===== src/rtl/div_unit_if.sv =====
// Handshake bundle between the execute stage (master) and the iterative divider (slave).
`timescale 1ns/1ps
interface div_unit_if #(
  parameter int WIDTH = 32
);
  logic                 signed_div_i;
  logic [WIDTH-1:0]     opdata1_i;
  logic [WIDTH-1:0]     opdata2_i;
  logic                 start_i;
  logic                 annul_i;
  logic [2*WIDTH-1:0]   result_o;
  logic                 ready_o;

  modport master (
    output signed_div_i, opdata1_i, opdata2_i, start_i, annul_i,
    input  result_o, ready_o
  );

  modport slave (
    input  signed_div_i, opdata1_i, opdata2_i, start_i, annul_i,
    output result_o, ready_o
  );
endinterface


===== src/rtl/div_unit.sv =====
// Restoring divider for DIV/DIVU: one quotient bit per clock, result packed as {remainder, quotient}.
`timescale 1ns/1ps
module div_unit #(
  parameter int WIDTH = 32
) (
  input  logic       clk,
  input  logic       rst,
  div_unit_if.slave  bus
);
  localparam int CW = $clog2(WIDTH + 1);

  localparam logic [1:0] S_FREE   = 2'd0;
  localparam logic [1:0] S_BYZERO = 2'd1;
  localparam logic [1:0] S_ON     = 2'd2;
  localparam logic [1:0] S_END    = 2'd3;

  logic [1:0]         state_q, state_d;
  logic [CW-1:0]      cnt_q, cnt_d;
  logic [2*WIDTH:0]   work_q, work_d;
  logic [WIDTH-1:0]   divisor_q, divisor_d;
  logic               neg_quo_q, neg_quo_d;
  logic               neg_rem_q, neg_rem_d;
  logic               ready_q, ready_d;
  logic [2*WIDTH-1:0] result_q, result_d;

  logic               a_neg, b_neg;
  logic [WIDTH-1:0]   dividend_abs, divisor_abs;
  logic [2*WIDTH:0]   shifted;
  logic [WIDTH:0]     trial;
  logic [WIDTH-1:0]   quo_abs, rem_abs, quo_fix, rem_fix;

  always_comb begin
    a_neg        = bus.signed_div_i & bus.opdata1_i[WIDTH-1];
    b_neg        = bus.signed_div_i & bus.opdata2_i[WIDTH-1];
    dividend_abs = a_neg ? (~bus.opdata1_i + 1'b1) : bus.opdata1_i;
    divisor_abs  = b_neg ? (~bus.opdata2_i + 1'b1) : bus.opdata2_i;

    // The partial remainder never reaches twice the divisor, so bit WIDTH of
    // the trial difference is a reliable sign bit.
    shifted = work_q << 1;
    trial   = shifted[2*WIDTH:WIDTH] - {1'b0, divisor_q};

    quo_abs = work_q[WIDTH-1:0];
    rem_abs = work_q[2*WIDTH-1:WIDTH];
    quo_fix = neg_quo_q ? (~quo_abs + 1'b1) : quo_abs;
    rem_fix = neg_rem_q ? (~rem_abs + 1'b1) : rem_abs;
  end

  always_comb begin
    state_d   = state_q;
    cnt_d     = cnt_q;
    work_d    = work_q;
    divisor_d = divisor_q;
    neg_quo_d = neg_quo_q;
    neg_rem_d = neg_rem_q;
    ready_d   = ready_q;
    result_d  = result_q;

    case (state_q)
      S_FREE: begin
        ready_d  = 1'b0;
        result_d = '0;
        if (bus.start_i && !bus.annul_i) begin
          if (bus.opdata2_i == '0) begin
            state_d = S_BYZERO;
          end else begin
            work_d    = {{(WIDTH+1){1'b0}}, dividend_abs};
            divisor_d = divisor_abs;
            neg_quo_d = a_neg ^ b_neg;
            neg_rem_d = a_neg;
            cnt_d     = '0;
            state_d   = S_ON;
          end
        end
      end

      S_BYZERO: begin
        work_d  = '0;
        state_d = S_END;
      end

      S_ON: begin
        if (bus.annul_i) begin
          cnt_d   = '0;
          state_d = S_FREE;
        end else if (cnt_q != CW'(WIDTH)) begin
          if (trial[WIDTH]) begin
            work_d = shifted;
          end else begin
            work_d = {trial, shifted[WIDTH-1:1], 1'b1};
          end
          cnt_d = cnt_q + 1'b1;
        end else begin
          // Low 2*WIDTH bits of the work register now carry the signed-corrected result.
          work_d  = {1'b0, rem_fix, quo_fix};
          cnt_d   = '0;
          state_d = S_END;
        end
      end

      default: begin
        if (bus.start_i) begin
          ready_d  = 1'b1;
          result_d = work_q[2*WIDTH-1:0];
        end else begin
          ready_d  = 1'b0;
          result_d = '0;
          state_d  = S_FREE;
        end
      end
    endcase
  end

  always_ff @(posedge clk or negedge rst) begin
    if (!rst) begin
      state_q   <= S_FREE;
      cnt_q     <= '0;
      work_q    <= '0;
      divisor_q <= '0;
      neg_quo_q <= 1'b0;
      neg_rem_q <= 1'b0;
      ready_q   <= 1'b0;
      result_q  <= '0;
    end else begin
      state_q   <= state_d;
      cnt_q     <= cnt_d;
      work_q    <= work_d;
      divisor_q <= divisor_d;
      neg_quo_q <= neg_quo_d;
      neg_rem_q <= neg_rem_d;
      ready_q   <= ready_d;
      result_q  <= result_d;
    end
  end

  assign bus.ready_o  = ready_q;
  assign bus.result_o = result_q;
endmodule


===== src/flat_wrapper.sv =====
// flat-port wrapper written by rule: the top's interface ports become plain ports
module div_unit_flat 
#(
  parameter int WIDTH = 32
)
  (clk, rst, bus_signed_div_i, bus_opdata1_i, bus_opdata2_i, bus_start_i, bus_annul_i, bus_result_o, bus_ready_o);
  div_unit_if #(.WIDTH(WIDTH)) bus_i ();
  input  logic clk;
  input  logic rst;
  input wire logic [$bits(bus_i.signed_div_i)-1:0] bus_signed_div_i;
  input wire logic [$bits(bus_i.opdata1_i)-1:0] bus_opdata1_i;
  input wire logic [$bits(bus_i.opdata2_i)-1:0] bus_opdata2_i;
  input wire logic [$bits(bus_i.start_i)-1:0] bus_start_i;
  input wire logic [$bits(bus_i.annul_i)-1:0] bus_annul_i;
  output wire logic [$bits(bus_i.result_o)-1:0] bus_result_o;
  output wire logic [$bits(bus_i.ready_o)-1:0] bus_ready_o;
  assign bus_i.signed_div_i = bus_signed_div_i;
  assign bus_i.opdata1_i = bus_opdata1_i;
  assign bus_i.opdata2_i = bus_opdata2_i;
  assign bus_i.start_i = bus_start_i;
  assign bus_i.annul_i = bus_annul_i;
  assign bus_result_o = bus_i.result_o;
  assign bus_ready_o = bus_i.ready_o;
  div_unit #(.WIDTH(WIDTH)) u_core (.clk(clk), .rst(rst), .bus(bus_i));
endmodule

===== config.mk =====
export PLATFORM = sky130hd
export DESIGN_NAME = div_unit_flat
export DESIGN_NICKNAME = d
export VERILOG_FILES = /design/src/rtl/div_unit_if.sv /design/src/rtl/div_unit.sv /design/src/flat_wrapper.sv
export SDC_FILE = /design/constraint.sdc
export NUM_CORES = 1
export LEC_CHECK = 0
export CAP_MARGIN = 30
export CELL_PAD_IN_SITES_DETAIL_PLACEMENT = 1
export CELL_PAD_IN_SITES_GLOBAL_PLACEMENT = 1
export CORE_MARGIN = 1
export CORE_UTILIZATION = 35
export DETAILED_ROUTE_END_ITERATION = 7
export PLACE_DENSITY = 0.74
export SLEW_MARGIN = 15
export SYNTH_ARGS = -nofsm -noshare
export SYNTH_HDL_FRONTEND = slang
export SYNTH_SLANG_ARGS = --single-unit

===== constraint.sdc =====
create_clock -name clk -period 2.95 [get_ports clk]
set_input_delay 0.295 -clock clk [delete_from_list [all_inputs] [get_ports clk]]
set_output_delay 0.295 -clock clk [all_outputs]
set_load 0.03 [all_outputs]

# Word-level counts from Yosys, hierarchy flattened
# Index checks and enable logic that the tools add are counted.
dict set report totals {
  inputBits 69
  reg_bits 171
  wordCells 70
}
dict set report op_classes {
  addsub 6
  n_bitwise 8
  eq_ne 10
  mux 25
  reduce_logical 12
}
# cell count
set op_table {}
lappend op_table {{64-bit 2-to-1 mux} 6}
lappend op_table {{64-bit case mux with 3 select lines} 1}
lappend op_table {{32-bit by 1-bit adder with 32-bit output, second input constant} 4}
lappend op_table {{32-bit 2-to-1 mux} 4}
lappend op_table {{32-bit inverter} 4}
lappend op_table {{64-bit case mux with 2 select lines} 1}
lappend op_table {{33-bit by 32-bit subtractor with 33-bit output} 1}
lappend op_table {{32-bit zero test} 1}
lappend op_table {{6-bit 2-to-1 mux} 4}
lappend op_table {{6-bit case mux with 2 select lines} 1}
lappend op_table {{2-bit 2-to-1 mux} 5}
lappend op_table {{5-bit AND reduction} 2}
lappend op_table {{3-bit AND reduction} 3}
lappend op_table {{6-bit by 1-bit adder with 6-bit output, second input constant} 1}
lappend op_table {{3-bit by 1-bit inequality test with 1-bit output, second input constant} 2}
lappend op_table {{6-bit inequality test, second input constant} 1}
lappend op_table {{2-bit case mux with 3 select lines} 1}
lappend op_table {{2-bit inequality test, second input constant} 2}
lappend op_table {{4-bit by 1-bit inequality test with 1-bit output, second input constant} 1}
lappend op_table {{3-bit inequality test, second input constant} 1}
lappend op_table {{3-bit nonzero test} 1}
lappend op_table {{1-bit bitwise AND} 2}
lappend op_table {{2-bit by 1-bit == test with 1-bit output, second input constant} 1}
lappend op_table {{2-bit == test, second input constant} 1}
lappend op_table {{other kinds (10)} 10}

# Depth between registers and ports, before layout
# Gate-level depths: netlist of run 1.
dict set report depth {
  depth_word 6
  depth_mapped 14
}

# Worst setup path after synthesis of run 1
# No wires, ideal clock.
dict set report synth_timing {
  path_kind {flip-flop to flip-flop}
  start {reg u_core.work_q[31]}
  end {reg u_core.work_q[46]}
  setup_ns 0.122
  stages_incl_launch_ff 15
  path_buffers 2
  t_arrival_ns 2.966
  setup_slack_ns -0.137
  cell_sequence {dfrtp_1 -> inv_1 -> ha_1 -> fa_1 -> nand2b_1 -> a211oi_1 -> o21ai_0 -> a2111oi_0 -> nor3_1 -> nand3b_1 -> buf_2 -> buf_2 -> nand2_1 -> o211ai_1 -> a32o_1}
}
dict set report synth_between {
  elab_chain_len 5
}
# element line_no
set synth_lines {}
lappend synth_lines {{start: declaration} div_unit.sv:19} ;# logic [2*WIDTH:0] work_q, work_d;
lappend synth_lines {{start signal: assignment} div_unit.sv:127} ;# work_q <= work_d;
lappend synth_lines {{33-bit by 32-bit subtractor with 33-bit output} div_unit.sv:41} ;# trial = shifted[2*WIDTH:WIDTH] - {1'b0, divisor_q};
lappend synth_lines {{64-bit 2-to-1 mux} div_unit.sv:87} ;# if (trial[WIDTH]) begin
lappend synth_lines {{64-bit 2-to-1 mux} div_unit.sv:86} ;# end else if (cnt_q != CW'(WIDTH)) begin
lappend synth_lines {{64-bit 2-to-1 mux} div_unit.sv:83} ;# if (bus.annul_i) begin
lappend synth_lines {{64-bit case mux with 3 select lines} div_unit.sv:59} ;# case (state_q)
# No other way between the ends. The select of a mux whose other input is x is not followed.
# A chain may end at the register's enable or synchronous reset.

# Final worst setup path of run 1
dict set report layout_timing {
  start {reg u_core.work_q[31]}
  end {reg u_core.work_q[40]}
}
# The elaborated chain is that of the path after synthesis.

==> results of run 1 <==
-- final cells by class --
type                       instances  area (um2)
clock buffer                      17         425
clock inverter                    15         166
fill                            3974       17600
inverter                          65         244
multi-input combinational       1108        7290
sequential                       171        4280
tap                              448         561
timing repair buffer             330        2940
-- sequential cells by signal (all words and copies together) (netlist names) --
name	cells
u_core.bus.ready_o	1
u_core.bus.result_o	64
u_core.cnt_q	6
u_core.divisor_q	32
u_core.neg_quo_q	1
u_core.neg_rem_q	1
u_core.state_q	2
u_core.work_q	64
-- logic make-up after synthesis --
| logic type | synth area share, % |
|---|---|
| AOI/OAI and AO/OA | 27.3 |
| and+or+nand+nor | 17.6 |
| DFF | 35.9 |
| buffers and inverters | 5.38 |
| xor gates and xnor gates | 6.76 |
| adders and majority gates | 4.57 |
| muxes | 2.47 |
-- metal layers --
metal / GRT usage, % / wire, um / up-vias
li1: - / - / 5756
met1: 34.0 / 19900 / 6173
met2: 40.8 / 20600 / 328
met3: 2.69 / 1690 / 89
met4: 8.58 / 1210 / 0
met5: 0 / 0 / -
-- path summary, 6_finish.rpt --
check | from | end | slack [ps] | depth (start not counted)
max reg2reg | u_core.work_q[31]$_DFFE_PN0P_ | u_core.work_q[40]$_DFFE_PN0P_ | -30 | 13
min in group clk | u_core.divisor_q[28]$_DFFE_PN0P_ | u_core.divisor_q[28]$_DFFE_PN0P_ | 480 | 2
max in group asynchronous | rst | u_core.work_q[33]$_DFFE_PN0P_ | 1820 | 3
min reg2reg | u_core.divisor_q[28]$_DFFE_PN0P_ | u_core.divisor_q[28]$_DFFE_PN0P_ | 480 | 2
min | rst | u_core.bus.result_o[11]$_DFFE_PN0P_ | 410 | 2
max | u_core.work_q[31]$_DFFE_PN0P_ | u_core.work_q[40]$_DFFE_PN0P_ | -30 | 13
-- where the power goes --
| group | internal, mW | switching, mW |
|---|---|---|
| Combinational | 5.37 | 7.21 |
| Clock | 1.26 | 1.08 |
| Sequential | 3.27 | 0.907 |
| Total | 9.90 | 9.20 |
-- what timing repair did --
item,CTS,global route
setup buffers,6,5
endpoints found under the hold margin,57,0
endpoints found under the setup margin,30,39
pin swaps,12,20
gates cloned,1,0
resized for setup,34,39
hold buffers,1,0
-- through the flow --
| stage | setup TNS (ps) | hold slack, ps | util (%) |
|---|---|---|---|
| finish | -27.2 | 409 | 47.4 |
| global route | -1450 | 460 | 47.4 |
| CTS | -844 | 428 | 47.0 |
| detailed placement | -7430 | 333 | 44.7 |
| global placement | -1660 | 330 | 44.7 |
| floorplan | 0 | -0.591 | - |
-- placed cells by master, fill, tap and decap left out, types with 10 or more instances in the layout --
cell,instances
o21ai_1,13
a21oi_2,12
and3_1,10
clkbuf_16,17
xnor2_1,55
a22o_1,68
nand2b_1,13
o22ai_1,14
nor3_1,39
a21o_1,18
nor4_1,12
a21oi_1,136
mux2i_1,24
o21ai_0,110
o31ai_1,14
inv_1,64
or3_1,18
dfrtp_1,170
nand4_1,10
xor2_1,37
buf_4,181
nor2_1,135
ha_1,36
a211oi_1,12
nand2_1,108
nand3_1,25
a31oi_1,16
clkdlybuf4s50_1,132
o211ai_1,13
==> impl_metrics.yaml, run 1 <==
sta:
  relSlewSlack_pct: 53.2
  max_slew.worst_pin.slew_ps: 699
  final_max_slew_viol_count: 0
  period_share_pct: 101
  final-hold-violation-count: 0
  setup_violations: 2
  finClkSkew_ps: 13.8
  max_freq_ghz: 0.336
  rsz0062_at_grt: "yes"
  final.setup.worst_slack_ps: -26.3
  min_period_ps: 2980
setup_path:
  end_kind: "flop"
  cp_top_family: "compound AO/OA/AOI/OAI gates"
  crit_path_top_delay_cell: "dfrtp_1"
  worst-path-max-fanout: 8
  required_ps: 3290
  cp_num_buf_inv: 2
  worstSetupStartpointType: "flop"
  criticalPathCategory: "flop to flop"
  cp_slowest_stage_delay_ps: 380
  arrival_ps: 3310
  cp_cell_sequence: "inv_2, ha_4, fa_2, nand2b_4, a211oi_4, o21ai_4, a2111oi_4, nor3_1, nand3b_1, buf_6, mux2_4, a21oi_2, o22ai_2"
synthesis:
  async_reset_ff_share_pct: 100
  synth.avg_cell_area_um2: 8.35
  syn_nets: 1541
  synth_area_leader_cell: "dfrtp_1"
  synthTopCellsByCount: "dfrtp_1, a21oi_1, nor2_1, o21ai_0, nand2_1"
  synth_seq_area_share_pct: 35.9
  synth_flop_cell: "dfrtp_1"
  yosysUniqueCellTypes: 74
  yosysTopAreaCellShare_pct: 35.9
  synth_edf_count: 0
  ys_warn_count: 0
  synth_area_leaders: "dfrtp_1, a21oi_1, o21ai_0"
  netlist_area_mm2: 0.0119
  synth.most_common_cell: "dfrtp_1"
  synthCells: 1429
  synth_seq_cells: 171
placed_design:
  globalplace.congestion: 0.911
  dp.cells: 2111
  port_buffers: 133
  pre_cts_slack_ps: -257
  hpwl_um: 32200
  dpl-instance-area_mm2: 0.0150
clock_tree:
  clk_path_buf_depth: 2
  cts_tree: "built"
  cts_max_level: 4
  path_clk_slew_ps: 70
  clock_latency_ps: 460
  clkSinkCount: 171
  cts_buffers: 17
  cts-root-buf: "clkbuf_16"
floorplan:
  die_w_um: 187
  placementRows: 67
  core_area_mm2: 0.0335
  die-height_um: 187
  io_pins: 134
  dieArea_mm2: 0.0348
  start_util_pct: 35.6
detailed_routing:
  dr.pass1.iters: 5
  drt_iter0_markers: 706
  wirelength_um: 43400
  vias_per_cell: 5.73
  vias: 12300
  drtAntennaViolNets: 0
  wl_per_cell_um: 20.1
  drc: 0
run_status:
  violations: "negative setup slack"
  outcome: "finished with violations"
power_and_ir_drop:
  totalPowerFinal_mw: 19.1
  power-per-cell-area_mw_per_mm2: 1200
  ir_worst_vdd_v: 0.000588
  total_leakage_power_nw: 6.89
global_routing:
  grt_start_max_net_pins: 63
  grt-ovfl-total: 0
  grt_pass1_wl_um: 69600
  antenna_found_initial: 0
  grt_pass1_vias: 12700
  grt.total_usage_pct: 24.9
finish:
  area_delta_synth_final_pct: 33.4
  layout-drive-gt1-share_pct: 17.6
  antenna_cells: 0
  nets: 1805
  fin_cells: 2154
  design_area_mm2: 0.0159
flow_run:
  drv_cap: 0
hold_path:
  hold_class: "input pin to async pin"
Note: power is estimated with default switching activity, not from simulation.
==> inputs of run 2 (changes only) <==
- CORE_UTILIZATION: 35 -> 39
- PLACE_DENSITY: 0.74 -> 0.8
==> run 2 against run 1 <==
The run still ends with negative setup slack left. Sequential share of layout area down 0.084 points. Flip-flop and latch count unchanged. Utilization rose by 6.0 points. Cell area up 0.28%. Worst setup slack worse by 460 ps. Clock power barely moved. Cell count decreased by 2.2%.
==> impl_metrics.yaml, run 2 (synthesis results as in run 1) <==
sta:
  max_slew.worst_pin.slew_ps: 843
  relSlewSlack_pct: 43.6
  final.setup.worst_slack_ps: -482
  finClkSkew_ps: 10.1
  rsz0062_at_grt: "yes"
  hold_slack_ps: 391
  setup_violations: 33
  max_freq_ghz: 0.291
  final-hold-violation-count: 0
  min_period_ps: 3430
  final_max_slew_viol_count: 0
  period_share_pct: 116
setup_path:
  required_ps: 3290
  worstSetupStartpointType: "flop"
  cp_cell_sequence: "inv_2, ha_4, fa_2, nand2b_4, buf_4, buf_4, a21oi_1, a21oi_2, buf_4, nor3_1, nor2_1, xnor2_1, nand2_1, o211ai_1, a32o_2"
  cp_top_family: "compound AO/OA/AOI/OAI gates"
  end_kind: "flop"
  arrival_ps: 3770
  path_common_cell: "buf_4"
  criticalPathCategory: "flop to flop"
  worst-path-max-fanout: 3
  crit_path_top_delay_cell: "dfrtp_1"
  cp_num_buf_inv: 4
  cp_slowest_stage_delay_ps: 400
run_status:
  violations: "negative setup slack"
  outcome: "finished with violations"
flow_run:
  drv_cap: 0
finish:
  layout-drive-gt1-share_pct: 17.7
  mostFrequentLayoutCell: "buf_4"
  fin_cells: 2107
  antenna_cells: 0
  nets: 1816
  area_delta_synth_final_pct: 33.7
  most-common-layout-cells: "buf_4, dfrtp_1, a21oi_1"
floorplan:
  die-height_um: 177
  core_area_mm2: 0.0299
  die_w_um: 177
  io_pins: 134
  placementRows: 63
  dieArea_mm2: 0.0313
  start_util_pct: 39.9
clock_tree:
  path_clk_slew_ps: 70
  cts-root-buf: "clkbuf_16"
  cts_max_level: 4
  cts_tree: "built"
  clk_path_buf_depth: 2
  cts_buffers: 17
  clock_latency_ps: 450
  clkSinkCount: 171
placed_design:
  dp.cells: 2053
  hpwl_um: 31800
  globalplace.congestion: 0.884
  port_buffers: 133
detailed_routing:
  wirelength_um: 46800
  vias: 12800
  drc: 0
  wl_per_cell_um: 22.2
  vias_per_cell: 6.08
  dr.pass1.iters: 5
  drt_iter0_markers: 1110
  drtAntennaViolNets: 0
global_routing:
  grt_start_max_net_pins: 66
  grt.total_usage_pct: 28.4
  grt-ovfl-total: 0
  grt_pass1_vias: 12800
  antenna_found_initial: 0
  grt_pass1_wl_um: 69800
power_and_ir_drop:
  power-per-cell-area_mw_per_mm2: 1250
  total_leakage_power_nw: 6.96
  ir_worst_vdd_v: 0.000689
hold_path:
  hold_class: "input pin to async pin"
## run 2: cell types whose count changed in the layout (fill, tap and decap cells not counted), moves of 3 or more
cell        before  now
a21oi_2         12    5
mux2i_1         24   21
a21oi_1        136  143
clkinvlp_4       1    4
ha_1            36   39
clkinv_2         3    0
buf_4          181  190
## run 2: final cells by class
class	count	area, um2
clock inverter	14	163
sequential	171	4280
multi-input combinational	1109	7300
clock buffer	18	429
fill	3510	13900
timing repair buffer	340	3050
tap	390	488
inverter	65	244
## run 2: worst paths after layout
| kind | from | to | slack [ps] | depth (start not counted) |
|---|---|---|---|---|
| min | rst | u_core.bus.result_o[12]$_DFFE_PN0P_ | 390 | 2 |
| min in group clk | u_core.divisor_q[22]$_DFFE_PN0P_ | u_core.divisor_q[22]$_DFFE_PN0P_ | 480 | 2 |
| max | u_core.work_q[31]$_DFFE_PN0P_ | u_core.work_q[46]$_DFFE_PN0P_ | -480 | 15 |
| min reg2reg | u_core.divisor_q[22]$_DFFE_PN0P_ | u_core.divisor_q[22]$_DFFE_PN0P_ | 480 | 2 |
| max in group asynchronous | rst | u_core.bus.result_o[38]$_DFFE_PN0P_ | 1810 | 3 |
| max reg2reg | u_core.work_q[31]$_DFFE_PN0P_ | u_core.work_q[46]$_DFFE_PN0P_ | -480 | 15 |
## run 2: report_power, final
part	internal [mW]	switching, mW	total (mW)
combinational	5.66	7.72	13.4
clock	1.27	1.09	2.35
sequential	3.26	0.963	4.23
## run 2: what timing repair did
action | CTS | global route
hold buffers | 1 | 0
setup buffers | 12 | 7
gates cloned | 1 | 2
hold endpoints to repair | 51 | 0
endpoints found under the setup margin | 30 | 41
pin swaps | 11 | 15
gates resized for setup | 19 | 58
## run 2: stage by stage
step | setup slack [ps] | setup TNS [ps] | utilization [%] | cell area, um2 | power (mW)
2_1_floorplan | 1.82 | 0 | - | 11900 | 11.2
3_3_place_gp | -229 | -2800 | 49.8 | 14900 | 15.3
3_5_place_dp | -286 | -8200 | 49.8 | 14900 | 15.8
4_1_cts | -40.9 | -91.2 | 52.4 | 15700 | 18.7
5_1_grt | -552 | -13690 | 53.4 | 15900 | 21.0
6_report | -482 | -11360 | 53.4 | 15900 | 20.0
## run 2: metal layers
| metal | vias up | track usage (%) | part of all wire [%] |
|---|---|---|---|
| met2 | 544 | 47.0 | 48 |
| met5 | - | 0 | 0 |
| li1 | 5782 | - | - |
| met3 | 115 | 4.04 | 6.1 |
| met1 | 6368 | 37.8 | 43 |
| met4 | 0 | 9.55 | 2.7 |
